<file path="src/rtl/reaction_ctrl.sv">
// Reaction-timing sequencer: random delay countdown, reaction measurement,
// false-start / timeout detection and a running best (minimum) result.
module reaction_ctrl #(
  parameter int unsigned CNT_W   = 32,
  parameter int unsigned TIMEOUT = 100000
) (
  input  logic             clk,
  input  logic             reset,
  input  logic             ss,
  input  logic [CNT_W-1:0] cnt,
  output logic             go,
  output logic             capture,
  output logic [CNT_W-1:0] result,
  output logic [CNT_W-1:0] best,
  output logic             false_start,
  output logic             timeout,
  output logic             busy
);

  localparam logic [1:0] StIdle = 2'd0;
  localparam logic [1:0] StWait = 2'd1;
  localparam logic [1:0] StGo   = 2'd2;

  localparam logic [CNT_W-1:0] RcntLast   = CNT_W'(TIMEOUT - 1);
  localparam logic [CNT_W-1:0] TimeoutVal = CNT_W'(TIMEOUT);
  localparam logic [CNT_W-1:0] One        = CNT_W'(1);

  logic [1:0]       state_q, state_d;
  logic             ss_q;
  logic             rise;
  logic [CNT_W-1:0] dcnt_q, dcnt_d;
  logic [CNT_W-1:0] rcnt_q, rcnt_d;
  logic [CNT_W-1:0] result_q, result_d;
  logic [CNT_W-1:0] best_q, best_d;
  logic             capture_q, capture_d;
  logic             fs_q, fs_d;
  logic             to_q, to_d;

  assign rise = ss & ~ss_q;

  always_comb begin
    state_d   = state_q;
    dcnt_d    = dcnt_q;
    rcnt_d    = rcnt_q;
    result_d  = result_q;
    best_d    = best_q;
    capture_d = 1'b0;
    fs_d      = fs_q;
    to_d      = to_q;
    case (state_q)
      StIdle: begin
        if (rise) begin
          dcnt_d  = cnt;
          fs_d    = 1'b0;
          to_d    = 1'b0;
          state_d = StWait;
        end
      end
      StWait: begin
        // A press during the delay is a false start, even on the expiry cycle.
        if (rise) begin
          fs_d    = 1'b1;
          state_d = StIdle;
        end else if (dcnt_q == '0) begin
          rcnt_d  = '0;
          state_d = StGo;
        end else begin
          dcnt_d = dcnt_q - One;
        end
      end
      StGo: begin
        if (rise) begin
          result_d  = rcnt_q;
          capture_d = 1'b1;
          if (rcnt_q < best_q) best_d = rcnt_q;
          state_d = StIdle;
        end else if (rcnt_q == RcntLast) begin
          result_d = TimeoutVal;
          to_d     = 1'b1;
          state_d  = StIdle;
        end else begin
          rcnt_d = rcnt_q + One;
        end
      end
      default: state_d = StIdle;
    endcase
  end

  always_ff @(posedge clk or negedge reset) begin
    if (!reset) begin
      state_q   <= StIdle;
      ss_q      <= 1'b1;  // a button held through reset release is not a press
      dcnt_q    <= '0;
      rcnt_q    <= '0;
      result_q  <= '0;
      best_q    <= '1;
      capture_q <= 1'b0;
      fs_q      <= 1'b0;
      to_q      <= 1'b0;
    end else begin
      state_q   <= state_d;
      ss_q      <= ss;
      dcnt_q    <= dcnt_d;
      rcnt_q    <= rcnt_d;
      result_q  <= result_d;
      best_q    <= best_d;
      capture_q <= capture_d;
      fs_q      <= fs_d;
      to_q      <= to_d;
    end
  end

  assign go          = (state_q == StGo);
  assign busy        = (state_q != StIdle);
  assign capture     = capture_q;
  assign result      = result_q;
  assign best        = best_q;
  assign false_start = fs_q;
  assign timeout     = to_q;

endmodule
</file>
<file path="config.mk">
export PLATFORM = sky130hd
export DESIGN_NAME = reaction_ctrl
export DESIGN_NICKNAME = d
export VERILOG_FILES = /design/src/rtl/reaction_ctrl.sv
export SDC_FILE = /design/constraint.sdc
export NUM_CORES = 1
export LEC_CHECK = 0
export CAP_MARGIN = 30
export CORE_UTILIZATION = 60
export DETAILED_ROUTE_END_ITERATION = 16
export GPL_ROUTABILITY_DRIVEN = 0
export PLACE_DENSITY = 0.93
export SYNTH_ARGS = -nofsm -noshare
export SYNTH_HDL_FRONTEND = slang
export SYNTH_SLANG_ARGS = --single-unit
</file>
<file path="constraint.sdc">
create_clock -name clk -period 5.2 [get_ports clk]
set_input_delay 0.52 -clock clk [delete_from_list [all_inputs] [get_ports clk]]
set_output_delay 0.52 -clock clk [all_outputs]
set_load 0.005 [all_outputs]
</file>
==> results <==
- The flow ran to the end, and the final reports show no timing, DRC or antenna violations.
- The average size of a mapped cell is between 8 and 9 um^2.
- For this block, the initial DRC count from the detailed router was about 1.2k.
- The number of port buffers is about 100.
- The average vias per placed instance is between 7 and 8.
- The total non-filler cell area in the finished layout is approximately 10,000 um^2.
- The clock latency on the worst-skew pair is approximately 0.43 ns.
- The detailed-router iteration count before antenna repair is 7.
- The number of endpoints with negative hold slack in the final report came to 0.
- The net count of the mapped netlist is around 1.0k.
- The initial core utilization is 0.6211.
- The wire length per cell is 20.66 um.
- The worst relative slew slack is 0.2751.
- The number of inserted filler cells in the final layout is about 900.
- Setup repair after global routing left no endpoint under its margin.
- The diode insertion count for antenna repair is 0.
- The routed layout has about 8.3k vias.
- TritonCTS built the clock tree.
- The highest-delay cell along the critical path is sky130_fd_sc_hd__a2111o_1.
- The number of nets in the finished design is ~1.1k.
- Hold repair after CTS inserted 0 buffers.
- The area share of the largest cell type after synthesis is 0.3049.
- Yosys printed 0 warnings.
- The total number of clock tree sinks is ~130.
- For the worst setup path, the data required time is between 5 and 6 ns.
- IR analysis of the VDD net gives a maximum drop of 0.3171 mV.
- STA classifies the critical path endpoint as a register.
- The number of gates given a new drive strength after cts is 0.
- In the final timing run, aggregate negative setup slack is 0 ns.
- The distinct cell type count of the synthesized netlist is 65.
- The max-cap check violation count is 0.
- The first global-routing pass estimated ~40,000 um of wire.
- The ratio of final minimum period to clock period is 0.6654.
- The wire-length estimate of the detail-placed layout is approximately 16,000 um.
- The worst setup skew after layout is about 0.0075 ns.
- For this design the static power due to leakage is 4.213 nW.
- Setup violations remaining at the end of the flow were counted as 0.
- The number of buffers and inverters on the critical path is 2.
- The synthesized design contains between 100 and 150 register bits.
- The number of global-route vias before repair was 8,060.
- The total power per unit cell area is approximately 350 nW/um^2.
- The CTS root buffer is sky130_fd_sc_hd__clkbuf_16.
- The number of antenna violations at the first check in global routing is 0.
- Synthesis produced 931 cells.
- In the final layout, the share of cells above drive strength 1 is 0.1049.
- The cell area that synthesis handed to floorplanning was roughly 8300 um^2.
- The minimum clock period is roughly 3.5 ns.
- Across all hold checks on the routed design, the worst slack comes to around 0.11 ns.
- The synthesis-to-finish area growth is 21.14%.
- The total wire length after detailed routing is ~24,000 um.
- The number of max-slew violations in the final report is 0.
- The placeable core region is 13,350 um^2.
- The total setup buffers inserted after CTS is 0.
- The number of clock buffers added by TritonCTS is 17.
- In the post-synthesis netlist, the biggest area contributors are sky130_fd_sc_hd__dfrtp_1 30%, sky130_fd_sc_hd__dfstp_2 10%, sky130_fd_sc_hd__o21ai_0 6.6%, sky130_fd_sc_hd__ha_1 5.1%, sky130_fd_sc_hd__a32oi_1 3.7%.
- Measured along the y axis, the die boundary spans 119.5 um.
- Across every metal layer, demand over resource in global routing totals 0.3488.
- The share of the yosys chip area belonging to registers is 0.4094.
- The residual antenna-violating net count after detailed routing is 0.
- The critical path goes through nand2b_1 > inv_2 > nand2_1 > a2111o_1 > a211o_1 > buf_16 > o211ai_1.
- The die outline area is 14,290 um^2.
- The overflow left after global routing is 0.
- The level count of the clock H-tree is 4.
- The largest stage delay on the critical path is between 0.7 and 0.8 ns.
- Data arrives at the worst endpoint at 3.80 ns.
- The largest net degree at the start of global routing is 74.
- Of all flip-flops after synthesis, the portion carrying an async set or reset was 1.000.
- The setup path with the least slack is of type reg2reg.
- The clock edge transition at the registers on the reported setup and hold paths is 0.06 ns.
- The number of top-level pins is about 100.
- The number of enable-type register cells in the synthesized netlist is 0.
- Along the worst path, the maximum fanout reaches 33.
- In this run the core area contains 42 standard-cell rows.
- For this run, design rule violations remaining after detail routing come to 0.
- The instance area at placement is about 9400 um^2.
- At the pin with the least slew margin, the transition time is between 1 and 1.5 ns.
- Broken down by cell family, the worst path's largest delay share belongs to compound AO/OA/AOI/OAI gates.
- The die extent in x is ~120 um.
- The maximum number of buffers from clock root to sink is 2.
- Derived from the worst setup path, the maximum achievable clock frequency is around 0.29 GHz.
- The type of the tightest min-delay check is in2async.
- The worst setup path is launched from a register.
- The dominant synthesized flop cell is sky130_fd_sc_hd__dfrtp_1.
- The biggest area consumer among synthesized cells is sky130_fd_sc_hd__dfrtp_1.
==> cell families after synthesis <==
| group | count (synthesis) | share of synthesized area |
|---|---|---|
| xor gates and xnor gates | 1 | 0.001057 |
| buffers and inverters | 128 | 0.06414 |
| DFF | 134 | 0.4094 |
| and+or+nand+nor | 264 | 0.1797 |
| adders and majority gates | 34 | 0.05131 |
| muxes | 3 | 0.003622 |
| AOI/OAI and AO/OA | 367 | 0.2907 |
==> where the power goes <==
part	leakage [nW]	total, mW	internal (mW)	switching (mW)
sequential	1.66	1.35	1.18	0.170
clock	0.309	1.33	0.861	0.468
combinational	2.24	0.789	0.304	0.485
total	4.21	3.47	2.35	1.12
==> worst paths after layout <==
path,from,to,slack [ns],cells past startpoint
worst max-delay path,state_q[0],best[0],1.74,7
worst min-delay path,reset,result[7],0.11,1
worst max register to register,state_q[0],best[0],1.74,7
worst min register to register,result[11],result[11],0.50,1
max in group asynchronous,reset,rcnt_q[6],3.84,2
min in group clk,result[11],result[11],0.50,1
==> worst register-to-register path: stages (launching register included) <==
cell	delay, ns
sky130_fd_sc_hd__dfrtp_1	0.43
sky130_fd_sc_hd__nand2b_1	0.52
sky130_fd_sc_hd__inv_2	0.40
sky130_fd_sc_hd__nand2_1	0.18
sky130_fd_sc_hd__a2111o_1	0.77
sky130_fd_sc_hd__a211o_1	0.60
sky130_fd_sc_hd__buf_16	0.24
sky130_fd_sc_hd__o211ai_1	0.23
==> routing by layer <==
metal / global-route usage / vias to the layer above / part of all wire / wire [um]
met2: 0.5459 / 601 / 0.48 / 11570
met1: 0.4626 / 3988 / 0.39 / 9481
met3: 0.07462 / 85 / 0.11 / 2584
met4: 0.1648 / 0 / 0.028 / 682
li1: - / 3651 / - / -
met5: 0 / - / 0 / 0
==> synthesized netlist by cell type (3+ instances only) <==
cell	instances
sky130_fd_sc_hd__o21ai_0	110
sky130_fd_sc_hd__dfrtp_1	101
sky130_fd_sc_hd__a21oi_1	60
sky130_fd_sc_hd__clkbuf_1	54
sky130_fd_sc_hd__nor2_1	52
sky130_fd_sc_hd__inv_1	48
sky130_fd_sc_hd__a32oi_1	35
sky130_fd_sc_hd__nand2_1	35
sky130_fd_sc_hd__ha_1	34
sky130_fd_sc_hd__and2_1	33
sky130_fd_sc_hd__dfstp_2	33
sky130_fd_sc_hd__o211ai_1	33
sky130_fd_sc_hd__a22o_1	29
sky130_fd_sc_hd__nor3_1	28
sky130_fd_sc_hd__a31oi_1	25
sky130_fd_sc_hd__nand3_1	23
sky130_fd_sc_hd__nand4_1	18
sky130_fd_sc_hd__nor4_1	17
sky130_fd_sc_hd__buf_2	16
sky130_fd_sc_hd__or3_1	10
sky130_fd_sc_hd__a22oi_1	9
sky130_fd_sc_hd__o21a_1	9
sky130_fd_sc_hd__o2bb2ai_1	9
sky130_fd_sc_hd__and3_1	8
sky130_fd_sc_hd__or4_1	8
sky130_fd_sc_hd__o22a_1	7
sky130_fd_sc_hd__a211oi_1	5
sky130_fd_sc_hd__a21o_1	5
sky130_fd_sc_hd__a41oi_1	5
sky130_fd_sc_hd__and4_1	5
sky130_fd_sc_hd__o22ai_1	5
sky130_fd_sc_hd__o31ai_1	5
sky130_fd_sc_hd__buf_4	4
sky130_fd_sc_hd__nor3_2	4
sky130_fd_sc_hd__a2bb2oi_1	3
sky130_fd_sc_hd__mux2i_1	3
sky130_fd_sc_hd__nand2b_1	3
sky130_fd_sc_hd__nor4_2	3
sky130_fd_sc_hd__o21ai_1	3
sky130_fd_sc_hd__or2_2	3
==> stage by stage <==
stage	utilization	std cells	power [mW]	setup WS (ns)
final	0.7524	1177	3.470	1.740
after global routing	0.7524	1177	3.633	1.545
after floorplan	-	931	1.917	2.905
after global placement	0.6964	1140	2.068	1.534
after CTS	0.7524	1177	3.452	1.796
after detailed placement	0.7039	1145	2.126	1.519
==> flip-flops by register name, summed over array words and instances, names as in the netlist, 2 cells and up <==
signal   count
dcnt_q      32
result      32
best        32
rcnt_q      32
state_q      2
==> layout make-up <==
class	instances	area [um^2]	share of cell area
sequential	134	3395	0.3380
inverter	51	191.4	0.01906
clock inverter	13	205.2	0.02043
tap	176	220.2	0.02193
multi-input combinational	669	4404	0.4385
timing repair buffer	115	1185	0.1180
clock buffer	19	442.9	0.04410
==> placed cells by master (no fill, tap or decap), types with 4 or more instances in the layout <==
cell	instances
sky130_fd_sc_hd__nor3_2	4
sky130_fd_sc_hd__a31oi_1	25
sky130_fd_sc_hd__and3_1	8
sky130_fd_sc_hd__o2bb2ai_1	9
sky130_fd_sc_hd__nor3_1	28
sky130_fd_sc_hd__dfrtp_1	101
sky130_fd_sc_hd__o21ai_0	110
sky130_fd_sc_hd__and4_1	5
sky130_fd_sc_hd__nor4_1	16
sky130_fd_sc_hd__ha_1	34
sky130_fd_sc_hd__o22a_1	7
sky130_fd_sc_hd__buf_4	7
sky130_fd_sc_hd__a211oi_1	4
sky130_fd_sc_hd__o31ai_1	5
sky130_fd_sc_hd__or3_1	10
sky130_fd_sc_hd__inv_1	48
sky130_fd_sc_hd__nand4_1	18
sky130_fd_sc_hd__clkbuf_16	17
sky130_fd_sc_hd__a41oi_1	5
sky130_fd_sc_hd__o211ai_1	33
sky130_fd_sc_hd__dfstp_2	33
sky130_fd_sc_hd__o22ai_1	4
sky130_fd_sc_hd__nand2_1	35
sky130_fd_sc_hd__nor4_2	4
sky130_fd_sc_hd__nor2_1	51
sky130_fd_sc_hd__a32oi_1	35
sky130_fd_sc_hd__a22o_1	29
sky130_fd_sc_hd__a22oi_1	9
sky130_fd_sc_hd__and2_1	33
sky130_fd_sc_hd__nand3_1	23
sky130_fd_sc_hd__a21oi_1	60
sky130_fd_sc_hd__o21a_1	9
sky130_fd_sc_hd__or4_1	8
sky130_fd_sc_hd__bufinv_16	5
sky130_fd_sc_hd__a21o_1	5
sky130_fd_sc_hd__clkdlybuf4s50_1	102
Power figures use the tool's default switching activity.
